`src/rtl/bcd_conv_arbiter.sv`:
```
// Shares one bit-serial 40-bit binary-to-BCD converter among N_REQ requesters.
// Round-robin grant, operand held on conv_in from grant until the next grant.
module bcd_conv_arbiter #(
  parameter int N_REQ = 4,
  parameter int ID_W  = $clog2(N_REQ)
) (
  input  logic                  clk,
  input  logic                  reset,
  input  logic [N_REQ-1:0]      req_valid,
  input  logic [40*N_REQ-1:0]   req_data,
  output logic [N_REQ-1:0]      req_ready,
  output logic [N_REQ-1:0]      resp_valid,
  output logic [ID_W-1:0]       resp_id,
  output logic [39:0]           resp_bcd,
  output logic                  busy,
  output logic                  conv_trigger,
  output logic [39:0]           conv_in,
  input  logic                  conv_idle,
  input  logic [39:0]           conv_bcd
);

  // state       | meaning
  // S_SYNC      | wait for converter idle (converter is not reset with us)
  // S_ARB       | block free, round-robin arbitration
  // S_LAUNCH    | operand latched, trigger pulse being issued
  // S_WAIT_BUSY | wait for converter to leave idle
  // S_WAIT_DONE | wait for converter to return to idle, then take result
  // S_RESP      | one-cycle result pulse to the granted requester

  typedef enum logic [2:0] {
    S_SYNC, S_ARB, S_LAUNCH, S_WAIT_BUSY, S_WAIT_DONE, S_RESP
  } state_t;

  localparam int SW = ID_W + 1;
  localparam logic [N_REQ-1:0] ONE = N_REQ'(1);

  state_t            state, state_nxt;
  logic [ID_W-1:0]   ptr, ptr_nxt;
  logic [ID_W-1:0]   gnt, idx;
  logic [SW-1:0]     sum;
  logic              found;

  logic [N_REQ-1:0]  req_ready_nxt, resp_valid_nxt;
  logic [ID_W-1:0]   resp_id_nxt;
  logic [39:0]       resp_bcd_nxt, conv_in_nxt;
  logic              conv_trigger_nxt;

  // Search ptr+1, ptr+2, ... with explicit wrap so non power-of-two N_REQ never
  // selects an index past the last requester.
  always_comb begin
    found = 1'b0;
    gnt   = ptr;
    sum   = '0;
    idx   = '0;
    for (int k = 1; k <= N_REQ; k++) begin
      sum = {1'b0, ptr} + SW'(k);
      if (sum >= SW'(N_REQ)) sum = sum - SW'(N_REQ);
      idx = sum[ID_W-1:0];
      if (!found && req_valid[idx]) begin
        found = 1'b1;
        gnt   = idx;
      end
    end
  end

  always_comb begin
    state_nxt        = state;
    ptr_nxt          = ptr;
    req_ready_nxt    = '0;
    resp_valid_nxt   = '0;
    resp_id_nxt      = resp_id;
    resp_bcd_nxt     = resp_bcd;
    conv_trigger_nxt = 1'b0;
    conv_in_nxt      = conv_in;
    case (state)
      S_SYNC: if (conv_idle) state_nxt = S_ARB;
      S_ARB: begin
        if (found) begin
          req_ready_nxt = ONE << gnt;
          conv_in_nxt   = req_data[40*gnt +: 40];
          ptr_nxt       = gnt;
          state_nxt     = S_LAUNCH;
        end
      end
      S_LAUNCH: begin
        conv_trigger_nxt = 1'b1;
        state_nxt        = S_WAIT_BUSY;
      end
      S_WAIT_BUSY: if (!conv_idle) state_nxt = S_WAIT_DONE;
      S_WAIT_DONE: begin
        if (conv_idle) begin
          resp_bcd_nxt   = conv_bcd;
          resp_valid_nxt = ONE << ptr;
          resp_id_nxt    = ptr;
          state_nxt      = S_RESP;
        end
      end
      S_RESP:  state_nxt = S_ARB;
      default: state_nxt = S_SYNC;
    endcase
  end

  always_ff @(posedge clk or posedge reset) begin
    if (reset) begin
      state        <= S_SYNC;
      ptr          <= ID_W'(N_REQ - 1);
      req_ready    <= '0;
      resp_valid   <= '0;
      resp_id      <= '0;
      resp_bcd     <= '0;
      conv_trigger <= 1'b0;
      conv_in      <= '0;
    end else begin
      state        <= state_nxt;
      ptr          <= ptr_nxt;
      req_ready    <= req_ready_nxt;
      resp_valid   <= resp_valid_nxt;
      resp_id      <= resp_id_nxt;
      resp_bcd     <= resp_bcd_nxt;
      conv_trigger <= conv_trigger_nxt;
      conv_in      <= conv_in_nxt;
    end
  end

  assign busy = (state != S_ARB);

endmodule

```
`config.mk`:
```
export PLATFORM = sky130hd
export DESIGN_NAME = bcd_conv_arbiter
export DESIGN_NICKNAME = d
export VERILOG_FILES = /design/src/rtl/bcd_conv_arbiter.sv
export SDC_FILE = /design/constraint.sdc
export NUM_CORES = 1
export LEC_CHECK = 0
export BUFFER_PORTS_ARGS = -buffer_cell sky130_fd_sc_hd__buf_2
export CAP_MARGIN = 20
export CORE_ASPECT_RATIO = 0.5
export CORE_MARGIN = 5
export CORE_UTILIZATION = 40
export CTS_BUF_LIST = sky130_fd_sc_hd__clkbuf_4 sky130_fd_sc_hd__clkbuf_8
export DETAILED_ROUTE_END_ITERATION = 7
export PLACE_DENSITY = 0.74
export SETUP_SLACK_MARGIN = 0.3
export SLEW_MARGIN = 40
export SYNTH_ARGS = -nofsm -noshare
export SYNTH_HDL_FRONTEND = slang
export SYNTH_SLANG_ARGS = --single-unit
```
`constraint.sdc`:
```
create_clock -name clk -period 5 [get_ports clk]
set_input_delay 0.5 -clock clk [delete_from_list [all_inputs] [get_ports clk]]
set_output_delay 0.5 -clock clk [all_outputs]
set_load 0.03 [all_outputs]
```
==> summary.md, run 1 <==
| Metric | Value |
|---|---|
| MaxCap Viol Count | `0` |
| Final Hold Viols | `0` |
| Vias | `4,195` |
| Worst hold-check path type | `input port to asynchronous set/reset pin` |
| First-pass GRT wire length | `21,400 µm` |
| Max H-tree Level | `3` |
| FP Rows | `29` |
| Gr busiest metal | `met2` |
| Fill count | `1,140` |
| Synthesized net count | `641` |
| Peak Freq | `300 MHz` |
| Initial antenna violation count | `0` |
| Diode count | `0` |
| Met2 usage | `31.7%` |
| WP data required | `5.29 ns` |
| Final WL | `13,700 µm` |
| Crit path buf inv count | `2` |
| Final setup violating endpoints | `0` |
| CTS resizes | `0` |
| Crit path kind | `register to register` |
| Most frequent cells after synthesis | `94 x dfrtp_1, 82 x mux2i_1, 48 x mux2_2` |
| Fin crit share | `66.7%` |
| Max Clock Skew | `0.00988 ns` |
| Clk_lat worst skew | `0.36 ns` |
| Worst setup SP type | `register` |
| Seq/Total Area, Yosys | `46.2%` |
| Worst path cell trace | `inv_1 -> ha_1 -> mux2_2 -> nand3_2 -> a31oi_4 -> buf_4 -> mux2i_1 -> mux2_4 -> o21ai_1` |
| P per Cell Area | `764 nW/µm²` |
| Primary FF master, synth | `dfrtp_1` |
| Worst Path Arrival | `3.63 ns` |
| WL/cell | `15.4 µm` |
| Largest cells by area after synthesis | `dfrtp_1 45%, mux2i_1 16%, mux2_2 10%, mux2_4 8.9%, o21ai_1 3.8%` |
| CTS root buf | `clkbuf_8` |
| Clock transition at path regs | `0.10 ns` |
| Netlist cell types | `34` |
| # nets final | `927` |
| Synthesized flop and latch total | `96` |
| Total core area | `12,700 µm²` |
| Fraction of layout instances using a drive strength above 1 | `56.7%` |
| Max clock buf depth | `2` |
| Die height | `90.6 µm` |
| Synthesized area | `5200 µm²` |
| Top-count cell post-synth | `dfrtp_1` |
| First-pass DRT Iterations | `4` |
| Port Buf Inserts | `298` |
| Final ANT Viol Nets | `0` |
| Share of flip-flops with an asynchronous set or reset | `100%` |
| Post-Syn Instances | `430` |
| Met1 usage | `19.6%` |
| CP Max Fanout | `29` |
| Post-Layout Cell Count | `891` |
| Status | `finished clean` |
| Area Overhead vs Synth | `34.6%` |
| Minimum clock period | `3.34 ns` |
| Crit-path max cell delay | `0.63 ns` |
| Setup tns final | `0 ns` |
| Actual slew at the worst max-slew pin | `0.606 ns` |
| Grt total ovfl | `0` |
| CP delay by family, top | `multiplexers` |
| Setup Buffers After CTS | `0` |
| Leading area contributor after synthesis | `dfrtp_1` |
| Syn_area_per_cell | `12.1 µm²` |
| Ports | `299` |
| CP max stage cell | `dfstp_2` |
| Num CTS Buffers | `9` |
| Yosys top cell area share | `45.2%` |
| Final-report max-slew violation count | `0` |
| Die area | `15,500 µm²` |
| CTS tree | `yes` |
| Slew margin rel. | `59.6%` |
| Post-synth EDFFs | `0` |
| Initial Util | `41.0%` |
| Vias per inst | `4.71` |
| Die span in x | `171 µm` |
| RSZ-0062 raised after global routing | `false` |
| Placed cells | `875` |
| DRT iter0 DRCs | `145` |
| Final HPWL DP | `10,900 µm` |
| # hold bufs at CTS | `0` |
| Number of global-route vias before repair | `4,365` |
| Leak | `0.00389 µW` |
| Remaining DRCs | `0` |
| Synth warnings | `0` |
| Grt met3 use | `3.32%` |
| Clk sinks | `96` |
| Worst vdd ir | `0.000563 V` |
| Overall routing resource usage | `17.1%` |
| Placer Congestion | `0.856` |
| Crit end category | `register` |
| Pin count of the biggest net entering global routing | `64` |
final cells by class:
type / count / area, µm² / area share (%)
sequential: 96 / 2400 / 34.3
clock inverter: 6 / 51.3 / 0.733
clock buffer: 10 / 131 / 1.88
tap: 170 / 213 / 3.04
inverter: 5 / 23.8 / 0.339
timing repair buffer: 304 / 1550 / 22.1
multi-input combinational: 300 / 2630 / 37.6
logic make-up after synthesis:
group / synth area share (%)
simple gates: 6.47
buf+inv: 3.73
mux: 36.6
flops: 46.2
compound gates: 5.97
fa+ha+maj: 0.962
registers in the layout (all words and copies together) (netlist names):
name,count
resp_bcd,40
resp_valid,4
conv_trigger,1
resp_id,2
state,3
ptr,2
req_ready,4
conv_in,40
path summary, 6_finish.rpt:
path	start	endpoint	slack, ns	cells past startpoint
min in group clk	conv_bcd[31]	resp_bcd[31]	0.36	2
max	ptr[0]	conv_in[11]	1.66	9
max reg2reg	ptr[0]	conv_in[11]	1.66	9
min reg2reg	conv_in[35]	conv_in[35]	0.49	2
min	reset	conv_in[1]	0.19	2
max in group asynchronous	reset	resp_bcd[5]	3.96	3
placed cells by master (no fill, tap or decap), types with 4 or more instances in the layout:
cell type,count
buf_4,5
ha_1,4
nand2b_1,4
nor2_1,6
nand2_1,47
inv_1,4
o21ai_1,40
dfrtp_1,94
mux2_1,5
buf_2,298
clkbuf_8,9
mux2_2,48
mux2_4,31
o21ai_0,5
a21oi_1,5
mux2i_1,82
and2_1,4
worst reg2reg max path, cell delays in order (launching register included):
cell	delay [ns]
dfstp_2	0.63
inv_1	0.14
ha_1	0.46
mux2_2	0.29
nand3_2	0.13
a31oi_4	0.52
buf_4	0.53
mux2i_1	0.18
mux2_4	0.29
o21ai_1	0.12
where the power goes:
group	total (µW)	switching [µW]	leakage (µW)	internal, µW
Combinational	3530	1970	0.00261	1560
Sequential	1340	195	0.00120	1150
Clock	482	288	0.0000849	194
Total	5350	2450	0.00389	2900
routing by layer:
metal | wire length [µm] | part of all wire (%) | vias to the layer above
li1 | - | - | 2088
met1 | 5500 | 40 | 1949
met2 | 7210 | 53 | 130
met3 | 746 | 5.4 | 28
met4 | 280 | 2.0 | 0
met5 | 0 | 0 | -
per-stage QoR:
step	utilization (%)	setup WS [ns]	power, µW	hold slack, ns	cell area (µm²)
after floorplan	-	2.00	4210	0.474	5200
after global placement	53.6	1.80	4850	0.463	6810
after detailed placement	53.7	1.73	4930	0.470	6820
after CTS	55.1	1.68	5430	0.300	7000
after global routing	55.1	1.47	5720	0.226	7000
final	55.1	1.66	5350	0.187	7000
No activity file was read; power rests on OpenSTA's default activity.
==> run 2: changes to the inputs <==
--- a/config.mk
+++ b/config.mk
@@ -12,7 +12,7 @@
 export CORE_UTILIZATION = 40
 export CTS_BUF_LIST = sky130_fd_sc_hd__clkbuf_4 sky130_fd_sc_hd__clkbuf_8
 export DETAILED_ROUTE_END_ITERATION = 7
-export PLACE_DENSITY = 0.74
+export PLACE_DENSITY = 0.77
 export SETUP_SLACK_MARGIN = 0.3
 export SLEW_MARGIN = 40
 export SYNTH_ARGS = -nofsm -noshare
==> constraint.sdc (replaced) <==
create_clock -name clk -period 2.85 [get_ports clk]
set_input_delay 0.285 -clock clk [delete_from_list [all_inputs] [get_ports clk]]
set_output_delay 0.285 -clock clk [all_outputs]
set_load 0.03 [all_outputs]
==> summary.md, run 2 (same netlist as run 1, synthesis figures left out) <==
| Metric | Value |
|---|---|
| Fraction of layout instances using a drive strength above 1 | `61.3%` |
| FF/Latch Area | `2400 µm²` |
| Max H-tree Level | `3` |
| Total core area | `12,700 µm²` |
| DRT iter0 DRCs | `187` |
| Initial Util | `41.0%` |
| CP delay by family, top | `multiplexers` |
| Final Hold Viols | `0` |
| CP Max Fanout | `6` |
| Crit path buf inv count | `4` |
| Crit-path max cell delay | `0.55 ns` |
| Initial antenna violation count | `0` |
| Setup tns final | `0 ns` |
| Clk sinks | `96` |
| Placer Congestion | `0.793` |
| RSZ-0062 raised after global routing | `true` |
| WL/cell | `15.7 µm` |
| Fin crit share | `90.1%` |
| Overall routing resource usage | `16.3%` |
| Worst Path Arrival | `2.85 ns` |
| Num CTS Buffers | `9` |
| Final Power | `10,900 µW` |
| Worst vdd ir | `0.000669 V` |
| Pin count of the biggest net entering global routing | `97` |
| P per Cell Area | `1450 nW/µm²` |
| Max Clock Skew | `0.00932 ns` |
| Clk_lat worst skew | `0.36 ns` |
| CTS tree | `yes` |
| Vias | `4,336` |
| FP Rows | `29` |
| Grt total ovfl | `0` |
| Worst setup SP type | `register` |
| Final WL | `14,400 µm` |
| First-pass GRT wire length | `20,700 µm` |
| Number of global-route vias before repair | `4,237` |
| Post-Layout Cell Count | `916` |
| Remaining DRCs | `0` |
| Final HPWL DP | `10,400 µm` |
| MaxCap Viol Count | `0` |
| CTS root buf | `clkbuf_8` |
| Leak | `0.00414 µW` |
| Final-report max-slew violation count | `0` |
| First-pass DRT Iterations | `4` |
| # hold bufs at CTS | `0` |
| Die area | `15,500 µm²` |
| Diode count | `0` |
| Area Overhead vs Synth | `43.9%` |
| Fill count | `1,083` |
| Multi-input logic area | `2730 µm²` |
| Most frequent cells in the layout | `299 x buf_2, 94 x dfrtp_1, 82 x mux2i_1` |
| Hold slack | `0.0568 ns` |
| Die span in x | `171 µm` |
| CP most frequent cell | `buf_6` |
| CP max stage cell | `dfstp_2` |
| Status | `finished clean` |
| Fin util | `59.0%` |
| # nets final | `952` |
| Placed cells | `878` |
| Largest registers | `conv_in: 40 flops, resp_bcd: 40 flops` |
| Die height | `90.6 µm` |
| Worst hold-check path type | `input port to asynchronous set/reset pin` |
| Ports | `299` |
| Port Buf Inserts | `298` |
| Worst path cell trace | `inv_2 -> ha_4 -> buf_6 -> a21oi_4 -> nand2_2 -> o32ai_4 -> mux2i_4 -> buf_6 -> buf_12 -> mux2_2 -> o21ai_1` |
| Max clock buf depth | `2` |
| Crit end category | `register` |
| Minimum clock period | `2.57 ns` |
| WP data required | `3.13 ns` |
| Commonest non-fill, non-tap cell in the layout | `buf_2` |
| Clock transition at path regs | `0.10 ns` |
| Peak Freq | `389 MHz` |
| Actual slew at the worst max-slew pin | `0.500 ns` |
| Crit path kind | `register to register` |
| Vias per inst | `4.73` |
| Final setup violating endpoints | `0` |
| Final ANT Viol Nets | `0` |
| Slew margin rel. | `66.6%` |
-- run 2: cell type report --
cell class,count,area share [%]
inverters,5,0.334
clock inverters,6,0.769
multi-input cells,300,36.4
well taps,170,2.84
repair buffers,329,25.7
clock buffers,10,1.84
flip-flops and latches,96,32.1
-- run 2: worst paths after layout --
kind	start	end	slack [ns]	cells after the start
min in group clk	conv_bcd[6]	resp_bcd[6]	0.15	2
max reg2reg	ptr[1]	conv_in[37]	0.28	11
max	ptr[1]	conv_in[37]	0.28	11
min reg2reg	conv_in[7]	conv_in[7]	0.48	2
min	reset	resp_bcd[9]	0.06	3
max in group asynchronous	reset	conv_in[10]	2.40	3
-- run 2: tightest hold or removal path: stages --
cell and delay, ns:
buf_2 0.11, clkinvlp_4 0.07, buf_12 0.40
-- run 2: report_power, final --
part / switching, µW / internal, µW / total [µW]
sequential: 308 / 2010 / 2320
combinational: 3990 / 3720 / 7710
clock: 503 / 365 / 867
-- run 2: layer usage --
| metal | global-route usage [%] | routed length, µm | vias up |
|---|---|---|---|
| li1 | - | - | 2153 |
| met1 | 18.8 | 5860 | 2043 |
| met2 | 30.8 | 7570 | 124 |
| met3 | 3.50 | 743 | 16 |
| met4 | 3.96 | 182 | 0 |
| met5 | 0 | 0 | - |
-- run 2: what timing repair did --
| action | in CTS | in global routing |
|---|---|---|
| gates cloned | 0 | 8 |
| buffers inserted | 0 | 14 |
| pin swaps | 0 | 10 |
| endpoints found under the hold margin | 0 | 0 |
| endpoints found under the setup margin | 19 | 40 |
| resized for setup | 0 | 29 |
-- run 2: stage by stage --
| step | instance area, µm² | setup slack (ns) |
|---|---|---|
| after detailed placement | 6950 | 0.269 |
| after CTS | 7140 | 0.232 |
| final | 7490 | 0.282 |
| after global placement | 6950 | 0.322 |
| after global routing | 7490 | 0.167 |
| after floorplan | 5250 | 0.232 |
==> run 3: changes to the inputs <==
--- a/config.mk
+++ b/config.mk
@@ -12,7 +12,7 @@
 export CORE_UTILIZATION = 40
 export CTS_BUF_LIST = sky130_fd_sc_hd__clkbuf_4 sky130_fd_sc_hd__clkbuf_8
 export DETAILED_ROUTE_END_ITERATION = 7
-export PLACE_DENSITY = 0.77
+export PLACE_DENSITY = 0.74
 export SETUP_SLACK_MARGIN = 0.3
 export SLEW_MARGIN = 40
 export SYNTH_ARGS = -nofsm -noshare
==> constraint.sdc (replaced) <==
create_clock -name clk -period 2.7 [get_ports clk]
set_input_delay 0.27 -clock clk [delete_from_list [all_inputs] [get_ports clk]]
set_output_delay 0.27 -clock clk [all_outputs]
set_load 0.03 [all_outputs]
==> summary.md, run 3 (same netlist as run 1, synthesis figures left out) <==
| Metric | Value |
|---|---|
| Status | `finished clean` |
| Initial antenna violation count | `0` |
| WP data required | `2.99 ns` |
| Remaining DRCs | `0` |
| Placed cells | `879` |
| Die height | `90.6 µm` |
| Fin crit share | `94.9%` |
| Final HPWL DP | `10,700 µm` |
| Vias | `4,284` |
| Max Clock Skew | `0.0115 ns` |
| Initial Util | `41.0%` |
| Worst Path Arrival | `2.85 ns` |
| Number of global-route vias before repair | `4,373` |
| Die span in x | `171 µm` |
| Ports | `299` |
| Final setup violating endpoints | `0` |
| Final WL | `13,600 µm` |
| CP Max Fanout | `12` |
| Multi-input logic area | `2680 µm²` |
| Hold slack | `0.0620 ns` |
| Minimum clock period | `2.56 ns` |
| Slew margin rel. | `54.8%` |
| # nets final | `942` |
| Crit path kind | `register to register` |
| Worst hold-check path type | `input port to asynchronous set/reset pin` |
| Post-Layout Cell Count | `906` |
| Most frequent cells in the layout | `298 x buf_2, 94 x dfrtp_1, 82 x mux2i_1` |
| Total core area | `12,700 µm²` |
| P per Cell Area | `1480 nW/µm²` |
| Diode count | `0` |
| FP Rows | `29` |
| Grt total ovfl | `0` |
| Overall routing resource usage | `17.0%` |
| Die area | `15,500 µm²` |
| Placer Congestion | `0.833` |
| Max H-tree Level | `3` |
| Worst vdd ir | `0.000625 V` |
| DRT iter0 DRCs | `156` |
| Actual slew at the worst max-slew pin | `0.679 ns` |
| Crit end category | `register` |
| FF/Latch Area | `2400 µm²` |
| Clk sinks | `96` |
| CTS tree | `yes` |
| Clk_lat worst skew | `0.36 ns` |
| Final ANT Viol Nets | `0` |
| First-pass GRT wire length | `21,400 µm` |
| Final-report max-slew violation count | `0` |
| RSZ-0062 raised after global routing | `true` |
| Num CTS Buffers | `9` |
| Peak Freq | `390 MHz` |
| Vias per inst | `4.73` |
| CTS root buf | `clkbuf_8` |
| Fill count | `1,100` |
| Commonest non-fill, non-tap cell in the layout | `buf_2` |
| MaxCap Viol Count | `0` |
| Leak | `0.00402 µW` |
| Clock transition at path regs | `0.10 ns` |
| Max clock buf depth | `2` |
| Port Buf Inserts | `298` |
| WL/cell | `15.0 µm` |
| Pin count of the biggest net entering global routing | `89` |
| Final Hold Viols | `0` |
| Area Overhead vs Synth | `40.0%` |
| Largest registers | `conv_in: 40 flops, resp_bcd: 40 flops` |
| Worst setup SP type | `register` |
| First-pass DRT Iterations | `4` |
| Fraction of layout instances using a drive strength above 1 | `59.1%` |
| # hold bufs at CTS | `0` |
run 3: cell count changes in the layout (fill, tap and decap cells not counted), moves of 3 or more:
cell / before / now
buf_6: 7 / 1
clkbuf_16: 5 / 0
mux2_2: 45 / 48
mux2_4: 39 / 36
o21ai_1: 28 / 39
o21ai_2: 12 / 1
run 3: repair_timing:
| action | 4_1_cts | 5_1_grt |
|---|---|---|
| endpoints found under the setup margin | 40 | 45 |
| buffers inserted | 9 | 0 |
| cloned | 2 | 0 |
| pin swaps | 2 | 1 |
| gates resized for setup | 5 | 4 |
run 3: worst max-delay path, stage by stage (launching register included):
cell and delay [ns]:
dfstp_2 0.57, inv_4 0.04, ha_4 0.32, and3b_1 0.18, a21oi_2 0.05, o32ai_4 0.26, mux2i_4 0.32, buf_4 0.16
buf_12 0.15, mux2_2 0.34, o21ai_1 0.11
run 3: worst paths after layout:
check	start	endpoint	slack [ns]	cells past startpoint
worst max-delay path	ptr[0]	conv_in[39]	0.14	10
max in group asynchronous	reset	conv_in[10]	2.12	3
min in group clk	conv_bcd[34]	resp_bcd[34]	0.13	2
worst min-delay path	reset	state[1]	0.06	3
worst min register to register	conv_in[10]	conv_in[10]	0.48	2
worst max register to register	ptr[0]	conv_in[39]	0.14	10
run 3: per-stage QoR:
stage | power [µW] | setup TNS [ns] | setup WS, ns | instance area, µm² | util, %
finish | 10800 | 0 | 0.137 | 7280 | 57.3
global route | 11500 | -0.0356 | -0.0179 | 7280 | 57.3
CTS | 10900 | 0 | 0.133 | 7260 | 57.2
detailed placement | 9440 | 0 | 0.139 | 6940 | 54.7
global placement | 9270 | 0 | 0.188 | 6940 | 54.7
floorplan | 7930 | 0 | 0.0824 | 5250 | -
run 3: power breakdown:
part	total [µW]	switching [µW]	internal (µW)
Combinational	7470	3900	3560
Sequential	2450	327	2120
Clock	881	521	360
run 3: final cells by class:
| cell class | instances | share of cell area, % |
|---|---|---|
| clock buffers | 10 | 1.80 |
| clock inverters | 6 | 0.722 |
| inverters | 5 | 0.344 |
| repair buffers | 319 | 24.4 |
| well taps | 170 | 2.92 |
| multi-input cells | 300 | 36.8 |
| flip-flops and latches | 96 | 33.0 |
run 3: metal layers:
metal / global-route usage, % / share of wire [%]
met1: 19.6 / 38
met2: 30.9 / 54
met3: 3.98 / 5.9
met4: 5.93 / 2.2
met5: 0 / 0
